--- src/rtl/imm_pkg.sv ---
// Shared immediate-format select codes for the decode-stage immediate generator.
package imm_pkg;

  localparam int IMMSRC_W = 4;

  localparam logic [IMMSRC_W-1:0] IMMSRC_I   = 4'd0;
  localparam logic [IMMSRC_W-1:0] IMMSRC_S   = 4'd1;
  localparam logic [IMMSRC_W-1:0] IMMSRC_B   = 4'd2;
  localparam logic [IMMSRC_W-1:0] IMMSRC_J   = 4'd3;
  localparam logic [IMMSRC_W-1:0] IMMSRC_U   = 4'd4;
  localparam logic [IMMSRC_W-1:0] IMMSRC_Z   = 4'd5;
  localparam logic [IMMSRC_W-1:0] IMMSRC_SH  = 4'd6;
  localparam logic [IMMSRC_W-1:0] IMMSRC_CI  = 4'd8;
  localparam logic [IMMSRC_W-1:0] IMMSRC_CJ  = 4'd9;
  localparam logic [IMMSRC_W-1:0] IMMSRC_CB  = 4'd10;
  localparam logic [IMMSRC_W-1:0] IMMSRC_CIW = 4'd11;

endpackage

--- src/rtl/imm_format_decode.sv ---
// Combinational immediate extraction and extension for all formats.
// Compressed formats (codes 8-11) exist only when KIANV_RVC_IMM_EN is defined.
module imm_format_decode
  import imm_pkg::*;
#(
  parameter int XLEN = 32
) (
  input  logic [31:0]         instr,
  input  logic [IMMSRC_W-1:0] immsrc,
  output logic [XLEN-1:0]     imm,
  output logic                err
);

  always_comb begin
    imm = '0;
    err = 1'b0;
    case (immsrc)
      IMMSRC_I:  imm = XLEN'($signed(instr[31:20]));
      IMMSRC_S:  imm = XLEN'($signed({instr[31:25], instr[11:7]}));
      IMMSRC_B:  imm = XLEN'($signed({instr[31], instr[7], instr[30:25], instr[11:8], 1'b0}));
      IMMSRC_J:  imm = XLEN'($signed({instr[31], instr[19:12], instr[20], instr[30:21], 1'b0}));
      IMMSRC_U:  imm = XLEN'($signed({instr[31:12], 12'b0}));
      IMMSRC_Z:  imm = XLEN'(instr[19:15]);
      // RV64 shifts carry a 6-bit shamt; RV32 only 5
      IMMSRC_SH: imm = (XLEN == 64) ? XLEN'(instr[25:20]) : XLEN'(instr[24:20]);
`ifdef KIANV_RVC_IMM_EN
      IMMSRC_CI:  imm = XLEN'($signed({instr[12], instr[6:2]}));
      IMMSRC_CJ:  imm = XLEN'($signed({instr[12], instr[8], instr[10:9], instr[6], instr[7],
                                        instr[2], instr[11], instr[5:3], 1'b0}));
      IMMSRC_CB:  imm = XLEN'($signed({instr[12], instr[6:5], instr[2], instr[11:10],
                                        instr[4:3], 1'b0}));
      IMMSRC_CIW: imm = XLEN'({instr[10:7], instr[12:11], instr[5], instr[6], 2'b00});
`endif
      default:   err = 1'b1;
    endcase
  end

`ifndef KIANV_RVC_IMM_EN
  // Opcode bits only feed the compressed formats.
  logic unused_opcode;
  assign unused_opcode = ^instr[6:0];
`endif

endmodule

--- src/rtl/imm_extend_pipe.sv ---
// Registered immediate generator with valid/ready handshake and a one-entry skid buffer.
// Optional compressed formats are enabled by defining KIANV_RVC_IMM_EN.
module imm_extend_pipe
  import imm_pkg::*;
#(
  parameter int XLEN  = 32,
  parameter int TAG_W = 5
) (
  input  logic                clk,
  input  logic                reset,
  input  logic                in_valid,
  output logic                in_ready,
  input  logic [31:0]         instr,
  input  logic [IMMSRC_W-1:0] immsrc,
  input  logic [TAG_W-1:0]    in_tag,
  output logic                out_valid,
  input  logic                out_ready,
  output logic [XLEN-1:0]     immext,
  output logic                out_err,
  output logic [TAG_W-1:0]    out_tag
);

  logic [XLEN-1:0]  dec_imm;
  logic             dec_err;

  logic             out_valid_q, out_valid_d;
  logic [XLEN-1:0]  out_imm_q, out_imm_d;
  logic             out_err_q, out_err_d;
  logic [TAG_W-1:0] out_tag_q, out_tag_d;

  logic             skid_valid_q, skid_valid_d;
  logic [XLEN-1:0]  skid_imm_q, skid_imm_d;
  logic             skid_err_q, skid_err_d;
  logic [TAG_W-1:0] skid_tag_q, skid_tag_d;

  logic accept;
  logic out_free;

  imm_format_decode #(.XLEN(XLEN)) u_decode (
    .instr  (instr),
    .immsrc (immsrc),
    .imm    (dec_imm),
    .err    (dec_err)
  );

  // in_ready is taken straight from skid occupancy so it never depends on out_ready.
  assign in_ready = ~skid_valid_q;
  assign accept   = in_valid & in_ready;
  assign out_free = ~out_valid_q | out_ready;

  always_comb begin
    out_valid_d  = out_valid_q;
    out_imm_d    = out_imm_q;
    out_err_d    = out_err_q;
    out_tag_d    = out_tag_q;
    skid_valid_d = skid_valid_q;
    skid_imm_d   = skid_imm_q;
    skid_err_d   = skid_err_q;
    skid_tag_d   = skid_tag_q;

    if (out_free) begin
      if (skid_valid_q) begin
        out_valid_d  = 1'b1;
        out_imm_d    = skid_imm_q;
        out_err_d    = skid_err_q;
        out_tag_d    = skid_tag_q;
        skid_valid_d = 1'b0;
      end else if (accept) begin
        out_valid_d = 1'b1;
        out_imm_d   = dec_imm;
        out_err_d   = dec_err;
        out_tag_d   = in_tag;
      end else begin
        out_valid_d = 1'b0;
      end
    end else if (accept) begin
      skid_valid_d = 1'b1;
      skid_imm_d   = dec_imm;
      skid_err_d   = dec_err;
      skid_tag_d   = in_tag;
    end
  end

  always_ff @(posedge clk or posedge reset) begin
    if (reset) begin
      out_valid_q  <= 1'b0;
      out_imm_q    <= '0;
      out_err_q    <= 1'b0;
      out_tag_q    <= '0;
      skid_valid_q <= 1'b0;
      skid_imm_q   <= '0;
      skid_err_q   <= 1'b0;
      skid_tag_q   <= '0;
    end else begin
      out_valid_q  <= out_valid_d;
      out_imm_q    <= out_imm_d;
      out_err_q    <= out_err_d;
      out_tag_q    <= out_tag_d;
      skid_valid_q <= skid_valid_d;
      skid_imm_q   <= skid_imm_d;
      skid_err_q   <= skid_err_d;
      skid_tag_q   <= skid_tag_d;
    end
  end

  assign out_valid = out_valid_q;
  assign immext    = out_imm_q;
  assign out_err   = out_err_q;
  assign out_tag   = out_tag_q;

endmodule

--- config.mk ---
export PLATFORM = sky130hd
export DESIGN_NAME = imm_extend_pipe
export DESIGN_NICKNAME = d
export VERILOG_FILES = /design/src/rtl/imm_pkg.sv /design/src/rtl/imm_format_decode.sv /design/src/rtl/imm_extend_pipe.sv
export SDC_FILE = /design/constraint.sdc
export NUM_CORES = 1
export LEC_CHECK = 0
export ABC_AREA = 0
export BUFFER_PORTS_ARGS = -buffer_cell sky130_fd_sc_hd__buf_4
export CAP_MARGIN = 15
export CELL_PAD_IN_SITES_DETAIL_PLACEMENT = 0
export CELL_PAD_IN_SITES_GLOBAL_PLACEMENT = 1
export CORE_ASPECT_RATIO = 1.5
export CORE_UTILIZATION = 41
export DETAILED_ROUTE_END_ITERATION = 10
export PLACE_DENSITY_LB_ADDON = 0.1
export RECOVER_POWER = 25
export SLEW_MARGIN = 40
export SYNTH_ARGS = -nofsm -noshare
export SYNTH_HDL_FRONTEND = slang
export SYNTH_SLANG_ARGS = --single-unit
--- constraint.sdc ---
create_clock -name clk -period 2.6 [get_ports clk]
set_input_delay 0.13 -clock clk [delete_from_list [all_inputs] [get_ports clk]]
set_output_delay 0.13 -clock clk [all_outputs]
set_load 0.03 [all_outputs]
* Yosys cells after proc, flatten, opt, wreduce, memory -nomap -nowiden
Cells that the tools add are included.
Word-level totals: register bits after elaboration 78, latch bits 0, bits in writable memories 0, ROM bits 0, output and inout port bits 40, logic and storage cells 37, memories kept 0
Operators by class: add/subtract/negate cells 0, multiply operators 0, div/mod/pow operators 0, magnitude comparators 0, equality and inequality tests 6, shifts and indexed selects 0, mux-type cells 12, bitwise gates (word level) 5, reductions and logical operators 6
Operator list (count):
- one-hot mux 32 bit (7 select lines) | 1
- two-way mux 32 bit | 2
- equality test 4 x 3 -> 1 bit, second input constant | 3
- two-way mux 5 bit | 2
- equality test 4 x 2 -> 1 bit, second input constant | 2
- two-way mux 1 bit | 7
- OR reduction 7 bit | 1
- equality test 4 x 1 -> 1 bit, second input constant | 1
- logical NOT 4 bit | 1
- AND reduction 2 bit | 2
- nonzero test 2 bit | 2
- inverter 1 bit | 3
- AND 1 bit | 1
- OR 1 bit | 1

* Depth between registers and ports, before layout
Gate-level depths: netlist of the first run.
word-level depth 5, mapped depth 6, mapped depth without buffers 4

* Cells and area by module
Synthesis of the first run repeated with hierarchy kept, for this count alone.
Second synthesis, totals: cell total of the unflattened synthesis 284, area total of the unflattened synthesis 4000.1 um^2
Modules (own cells, without submodules):
- imm_extend_pipe | instances 1, cells each 213, area an instance 3462.1 um^2, seq. area each 1951.9 um^2
- imm_format_decode | instances 1, cells each 71, area an instance 538.0 um^2, seq. area each 0.0 um^2

* Worst setup path after synthesis of the first run
Ideal clock, no wire load.
path type reg-to-reg, start register out_valid_q, in the netlist out_valid, end register skid_tag_q[0], setup time 125 ps, arrival 1412 ps, data required time 2475 ps, path slack 1064 ps, stages on the path, launching flop included 5, path buffers 1, period minus slack after synthesis 1536 ps, cells stage by stage dfrtp_1 -> nor2b_1 -> nand3_2 -> buf_2 -> mux2_2
Between the ends: longest elaborated chain between the ends 4
Ends and longest elaborated chain:
- from (decl) | RTL line imm_extend_pipe.sv:26 | logic out_valid_q, out_valid_d;
- from (signal assigned) | RTL line imm_extend_pipe.sv:95 | out_valid_q <= out_valid_d;
- inverter 1 bit | RTL line imm_extend_pipe.sv:49 | assign out_free = ~out_valid_q | out_ready;
- OR 1 bit | RTL line imm_extend_pipe.sv:49
- inverter 1 bit (no line)
- AND reduction 2 bit (no line)
- to (signal assigned) | RTL line imm_extend_pipe.sv:102 | skid_tag_q <= skid_tag_d;
- to (decl) | RTL line imm_extend_pipe.sv:34 | logic [TAG_W-1:0] skid_tag_q, skid_tag_d;
Every way passes these cells. A chain may end at the register's enable or synchronous reset.

* Worst setup path in the final report of the first run
start register skid_valid_q, end register skid_imm_q[17]
Between the ends: longest elaborated chain between the ends 3
Ends and longest elaborated chain:
- from (decl) | RTL line imm_extend_pipe.sv:31 | logic skid_valid_q, skid_valid_d;
- from (signal assigned) | RTL line imm_extend_pipe.sv:99 | skid_valid_q <= skid_valid_d;
- inverter 1 bit | RTL line imm_extend_pipe.sv:47 | assign in_ready = ~skid_valid_q;
- AND 1 bit | RTL line imm_extend_pipe.sv:48 | assign accept = in_valid & in_ready;
- AND reduction 2 bit (no line)
- to (signal assigned) | RTL line imm_extend_pipe.sv:100 | skid_imm_q <= skid_imm_d;
- to (decl) | RTL line imm_extend_pipe.sv:32 | logic [XLEN-1:0] skid_imm_q, skid_imm_d;
Every way passes these cells.

==> impl_metrics.env, run 1 <==
export IMPL_grt_start_max_net_pins=52
export IMPL_tightest_slew_ns=1.57
export IMPL_die_x_um=80.9
export IMPL_status="finished with violations"
export IMPL_grt_pass1_wl_mm=16.5
export IMPL_gr_usage_met2_pct=37.4
export IMPL_finalMaxSlewViolations=40
export IMPL_floorplan_core_area_mm2=0.00893
export IMPL_synth_main_ff_cell="dfrtp_1"
export IMPL_first_pass_iters=4
export IMPL_busiest_layer="met2"
export IMPL_cts_tree="yes"
export IMPL_period_share_pct=71.3
export IMPL_finalClockSkew_ns=0.00470
export IMPL_syn_area_per_cell_um2=9.46
export IMPL_insertion_delay_ns=0.34
export IMPL_grt_usage_pct=22.8
export IMPL_yosysUniqueCellTypes=48
export IMPL_num_rows=42
export IMPL_clk_pin_slew_worst_paths_ns=0.06
export IMPL_hold_class="primary input to flop"
export IMPL_hold_viol_final=0
export IMPL_ir_drop_mv=0.376
export IMPL_yosys_area_top_type="dfrtp_1"
export IMPL_p_per_area_mw_per_mm2=756
export IMPL_max_cap_violations=1
export IMPL_clockRootBuffer="clkbuf_16"
export IMPL_clockBufferDepth=2
export IMPL_rsz0062_at_grt="no"
export IMPL_cp_start_kind="flop"
export IMPL_htree_levels=3
export IMPL_layout_nets=512
export IMPL_syn_num_nets=449
export IMPL_ioPinCount=85
export IMPL_violations="capacitance limit, slew limit"
export IMPL_slowest_stage="or2_0"
export IMPL_layout_cells_non_filler=581
export IMPL_cts_buffers=9
export IMPL_yosys_area_top_type_share_pct=51.0
export IMPL_clock_fmax_mhz=539
export IMPL_cp_slowest_stage_delay_ns=0.51
export IMPL_cp_required_ns=2.85
export IMPL_post_drt_wl_per_cell_um=17.6
export IMPL_drc=0
export IMPL_path_cells="inv_2 -> nand3_2 -> or2_0 -> o21ai_0"
export IMPL_grt_pass1_vias=3217
export IMPL_synth_seq_area_share_pct=51.0
export IMPL_layout_drive_gt1_share_pct=19.7
export IMPL_arrival_ns=2.10
export IMPL_n_antenna_cell=0
export IMPL_met1_usage_pct=28.5
export IMPL_relSlewSlack_pct=-4.96
export IMPL_cp_max_fo=14
export IMPL_first_iter_violations=203
export IMPL_yosys_top_cells_count="78 x dfrtp_1, 62 x nand2_1, 45 x a21oi_1, 39 x o21ai_0, 20 x nor2_1"
export IMPL_hpwl_mm=6.83
export IMPL_use_met3_pct=4.83
export IMPL_antenna_found_initial=0
export IMPL_synth_seq_cells=78
export IMPL_routed_via_density=5.60
export IMPL_power_leakage_nw=2.02
export IMPL_endpoint_kind="flop"
export IMPL_io_buffers=77
export IMPL_ant_nets=0
export IMPL_async_flop_share_pct=100
export IMPL_synth_area_leaders="dfrtp_1 51%, nand2_1 6.1%, a21oi_1 5.9%"
export IMPL_gp_congestion=0.768
export IMPL_whs_path_depth=2
export IMPL_area_delta_synth_final_pct=22.4
export IMPL_hold_slack_ns=0.0337
export IMPL_dr_total_vias=3253
export IMPL_yosysMostFrequentCell="dfrtp_1"
export IMPL_die_h_um=120
export IMPL_start_util_pct=42.8
export IMPL_netlist_instances=404
export IMPL_synth_edff_count=0
export IMPL_wirelength_mm=10.2
export IMPL_rr_worst_depth=4
export IMPL_die_area_mm2=0.00972
export IMPL_synth_area_mm2=0.00382
export IMPL_critPathKind="flop to flop"
export IMPL_placed_cells=565
export IMPL_fin_setup_tns_ns=0
export IMPL_overflow=0
export IMPL_fin_crit_ns=1.85
export IMPL_cts_num_sinks=78
export IMPL_yosys_warnings=0
export IMPL_final_setup_viol_count=0
layout make-up:
cell class              count  area, um^2
clock buffers              11         243
clock inverters             4        47.5
fillers                   898        4250
inverters                   3        11.3
multi-input cells         288        1700
flip-flops and latches     78        1950
well taps                 110         138
repair buffers             87         592
worst max-delay path, delay by kind of cell (launching register included):
kind | cells | cell delay [ns]
AO/OA/AOI/OAI | 1 | 0.25
buffers and inverters | 1 | 0.16
AND/OR/NAND/NOR | 2 | 0.86
flip-flops | 1 | 0.49
per-layer routing:
metal	routed length (um)	up-vias
li1	-	1568
met1	4500	1592
met2	5100	77
met3	449	16
met4	204	0
met5	0	-
placed cells by master (no fill, tap or decap), types with 2 or more instances in the layout:
| cell type | netlist | final |
|---|---|---|
| clkbuf_16 | 0 | 9 |
| mux2_2 | 6 | 6 |
| xnor2_1 | 2 | 2 |
| o21ai_1 | 6 | 6 |
| or4bb_1 | 3 | 3 |
| buf_12 | 0 | 3 |
| o22ai_1 | 4 | 4 |
| nand3_1 | 14 | 14 |
| mux2i_1 | 12 | 12 |
| inv_1 | 2 | 2 |
| nand3b_1 | 2 | 2 |
| o211ai_1 | 15 | 15 |
| o31ai_1 | 5 | 5 |
| clkbuf_1 | 14 | 28 |
| dfrtp_1 | 78 | 77 |
| nor2_1 | 20 | 20 |
| buf_4 | 1 | 55 |
| a21oi_1 | 45 | 45 |
| o21ai_0 | 39 | 38 |
| or3b_2 | 7 | 7 |
| a22o_1 | 2 | 2 |
| nand2_1 | 62 | 62 |
| a32oi_1 | 4 | 4 |
| clkinv_2 | 0 | 2 |
| o22a_1 | 8 | 8 |
| nor2b_1 | 3 | 3 |
| or3_1 | 4 | 4 |
| or2_0 | 6 | 6 |
kinds of logic after synthesis:
| logic type | share of synthesized area [%] |
|---|---|
| XOR/XNOR | 0.458 |
| AO/OA/AOI/OAI | 21.5 |
| buffers and inverters | 4.84 |
| multiplexers | 4.91 |
| flip-flops | 51.0 |
| AND/OR/NAND/NOR | 17.2 |
final timing paths:
| kind | from | end | slack [ns] |
|---|---|---|---|
| worst max-delay path | skid_valid_q$_DFFE_PP0P_ | skid_imm_q[17]$_DFFE_PP0P_ | 0.75 |
| worst min-delay path | in_tag[2] | skid_tag_q[2]$_DFFE_PP0P_ | 0.03 |
| worst max register to register | skid_valid_q$_DFFE_PP0P_ | skid_imm_q[17]$_DFFE_PP0P_ | 0.75 |
| worst min register to register | out_err$_DFFE_PP0P_ | out_err$_DFFE_PP0P_ | 0.48 |
| max in group asynchronous | reset | skid_imm_q[3]$_DFFE_PP0P_ | 0.84 |
| min in group asynchronous | reset | immext[6]$_DFFE_PP0P_ | 0.83 |
metrics by stage:
step           util [%]  setup slack, ns  total power (W)  instance area (um^2)
2_1_floorplan         -            0.475          0.00204                  3820
6_report           52.4            0.745          0.00354                  4680
3_3_place_gp       50.2            0.754          0.00236                  4480
5_1_grt            52.4            0.477          0.00372                  4680
4_1_cts            53.6            0.691          0.00364                  4780
3_5_place_dp       50.2            0.715          0.00238                  4480
report_power, final:
group          leakage, nW  total, W  switching (W)  internal, W
clock                0.141   0.00125       0.000484     0.000761
combinational        0.859  0.000799       0.000524     0.000274
sequential            1.02   0.00150       0.000100      0.00140
flip-flops by register name, indices dropped and copies added, names as in the netlist:
name          cells
immext           32
out_err           1
out_tag           5
out_valid         1
skid_err_q        1
skid_imm_q       32
skid_tag_q        5
skid_valid_q      1
what timing repair did:
action | in CTS | in global routing
hold buffers | 1 | 0
gates resized for setup | 0 | 0
setup buffers | 0 | 0
endpoints found under the hold margin | 39 | 0
(Power assumes the default switching activity.)
==> run 2: changes to the inputs <==
- ABC_AREA: 0 -> 1
- CORE_UTILIZATION: 41 -> 36
- clock period: 2.6 -> 1.7 ns (I/O delays scaled with it)
==> run 2 against run 1 <==
Against the previous run:
- the run now ends clean
- non-clock buffer count up 10
- synthesized cell count up 20%
- critical path depth down 1
- wire length down 0.28%
- worst hold slack worse by 0.027 ns
- first-iteration DRC count down 17%
- clock skew up 0.0031 ns
- largest power group unchanged
==> impl_metrics.env, run 2 <==
export IMPL_status="complete, no violations"
export IMPL_design_area_mm2=0.00492
export IMPL_yosysMostFrequentCell="nand2_1"
export IMPL_start_util_pct=37.6
export IMPL_max_cap_violations=0
export IMPL_grt_start_max_net_pins=79
export IMPL_yosysUniqueCellTypes=27
export IMPL_dr_total_vias=3391
export IMPL_ioPinCount=85
export IMPL_yosys_top_cells_count="156 x nand2_1, 78 x dfrtp_1, 42 x nor2_1, 34 x o21ai_0, 33 x a21oi_1"
export IMPL_rsz0062_at_grt="no"
export IMPL_synthAdderAreaFrac_pct=0
export IMPL_cp_start_kind="flop"
export IMPL_ir_drop_mv=0.541
export IMPL_layout_commonest_cell="nand2_1"
export IMPL_drc=0
export IMPL_htree_levels=3
export IMPL_ant_nets=0
export IMPL_clk_pin_slew_worst_paths_ns=0.06
export IMPL_fin_ws_ns=0.214
export IMPL_layout_nets=609
export IMPL_critPathKind="flop to output port"
export IMPL_finalMaxSlewViolations=0
export IMPL_n_antenna_cell=0
export IMPL_relSlewSlack_pct=69.4
export IMPL_hold_viol_final=0
export IMPL_power_leakage_nw=2.53
export IMPL_yosys_area_top_type_share_pct=50.6
export IMPL_die_x_um=86.5
export IMPL_yosys_area_share_simple_pct=27.2
export IMPL_grt_pass1_vias=3369
export IMPL_wirelength_mm=10.2
export IMPL_hold_class="primary input to flop"
export IMPL_cts_num_sinks=78
export IMPL_cts_resized=0
export IMPL_muxShareOfSynthArea_pct=0
export IMPL_syn_num_nets=530
export IMPL_endpoint_kind="output port"
export IMPL_mostFrequentLayoutCells="156 x nand2_1, 86 x buf_4, 78 x dfrtp_1, 42 x nor2_1, 34 x o21ai_0"
export IMPL_grt_pass1_wl_mm=16.6
export IMPL_routed_via_density=4.78
export IMPL_synthXorXnorAreaFrac_pct=0
export IMPL_finalClockSkew_ns=0.00779
export IMPL_post_drt_wl_per_cell_um=14.4
export IMPL_clockRootBuffer="clkbuf_16"
export IMPL_fin_setup_tns_ns=0
export IMPL_cts_hold_buffers=7
export IMPL_antenna_found_initial=0
export IMPL_fin_crit_ns=1.49
export IMPL_synth_area_mm2=0.00386
export IMPL_period_share_pct=87.4
export IMPL_gp_congestion=0.799
export IMPL_synth_seq_cells=78
export IMPL_place_ws_ns=0.323
export IMPL_arrival_ns=1.40
export IMPL_syn_area_per_cell_um2=7.95
export IMPL_async_flop_share_pct=100
export IMPL_first_iter_violations=168
export IMPL_grt_usage_pct=19.7
export IMPL_io_buffers=77
export IMPL_synth_main_ff_cell="dfrtp_1"
export IMPL_yosys_warnings=0
export IMPL_insertion_delay_ns=0.34
export IMPL_placed_area_mm2=0.00454
export IMPL_first_pass_iters=4
export IMPL_synth_compound_area_share_pct=13.5
export IMPL_synth_top_family_by_area="simple AND/OR/NAND/NOR gates"
export IMPL_cp_required_ns=1.62
export IMPL_die_h_um=129
export IMPL_clockBufferDepth=2
export IMPL_seq_area_mm2=0.00195
export IMPL_fin_total_pwr_w=0.00581
export IMPL_cts_setup_buffers=0
export IMPL_cts_tree="yes"
export IMPL_synth_edff_count=0
export IMPL_overflow=0
export IMPL_tightest_slew_ns=0.459
export IMPL_finalCoreUtilization_pct=48.0
export IMPL_die_area_mm2=0.0111
export IMPL_synth_seq_area_share_pct=50.6
export IMPL_cp_max_fo=28
export IMPL_whs_path_depth=4
export IMPL_fill_cells=1078
export IMPL_netlist_instances=485
export IMPL_clock_fmax_mhz=673
export IMPL_hpwl_mm=6.90
export IMPL_layout_drive_gt1_share_pct=23.1
export IMPL_area_delta_synth_final_pct=27.6
export IMPL_final_setup_viol_count=0
export IMPL_p_per_area_mw_per_mm2=1180
export IMPL_multiInputGateArea_mm2=0.00157
export IMPL_cts_buffers=9
export IMPL_synth_area_leaders="dfrtp_1 51%, nand2_1 15%, o21ai_0 4.4%"
export IMPL_rr_worst_depth=7
export IMPL_yosys_area_top_type="dfrtp_1"
export IMPL_num_rows=45
export IMPL_floorplan_core_area_mm2=0.0102
==> run 2: changes by cell type in the layout (fill, tap and decap cells not counted), sizes merged, moves of 7 or more <==
cell    change
a21oi      -12
a31oi      +11
buf        +31
clkbuf     -26
inv        +29
mux2i      -12
nand2     +103
nand3      +16
nor2       +29
o211ai     -15
o22a        -8
or2         -7
or3b        -7
==> run 2: cell families (layout without fill, tap and decap cells) <==
kind of cell,Yosys count,in the layout
compound gates,98,98
buf+inv,63,146
flops,78,78
simple gates,246,246
==> run 2: metal layers <==
layer	routed length [um]	vias to the layer above	track usage (%)
li1	-	1712	-
met1	4600	1605	25.4
met2	5120	64	32.4
met3	365	10	4.30
met4	134	0	6.76
met5	0	-	0
==> run 2: worst max-delay path, cell delays in order (launching register included) <==
cell	delay, ns
dfrtp_1	0.40
inv_1	0.11
buf_4	0.31
buf_4	0.22
==> run 2: through the flow <==
| step | cells | hold WS [ns] |
|---|---|---|
| floorplan | 485 | 0.195 |
| global placement | 687 | 0.238 |
| detailed placement | 687 | 0.248 |
| CTS | 709 | 0.00146 |
| global route | 709 | 0.0409 |
| finish | 709 | 0.00658 |
==> run 2: final cells by class <==
cell class                      count  share of cell area (%)
Sequential cell                    78                    39.7
Timing Repair Buffer               97                    15.9
Multi-Input combinational cell    344                    31.9
Clock inverter                      3                   0.865
Inverter                           34                    2.62
Tap cell                          141                    3.59
Clock buffer                       12                    5.42
==> run 2: final timing paths <==
check,from,end,slack [ns]
max in group asynchronous,reset,skid_imm_q[28]$_DFFE_PP0P_,0.89
worst min-delay path,out_ready,skid_valid_q$_DFFE_PP0P_,0.007
worst max-delay path,skid_valid_q$_DFFE_PP0P_,in_ready,0.21
worst min register to register,skid_tag_q[1]$_DFFE_PP0P_,skid_tag_q[1]$_DFFE_PP0P_,0.48
worst max register to register,skid_valid_q$_DFFE_PP0P_,immext[15]$_DFFE_PP0P_,0.33
min in group asynchronous,reset,immext[18]$_DFFE_PP0P_,0.42
==> run 2: power breakdown <==
part | internal, W | leakage, nW | switching (W)
Clock | 0.00125 | 0.151 | 0.000753
Sequential | 0.00218 | 0.987 | 0.000175
Combinational | 0.000539 | 1.39 | 0.000913
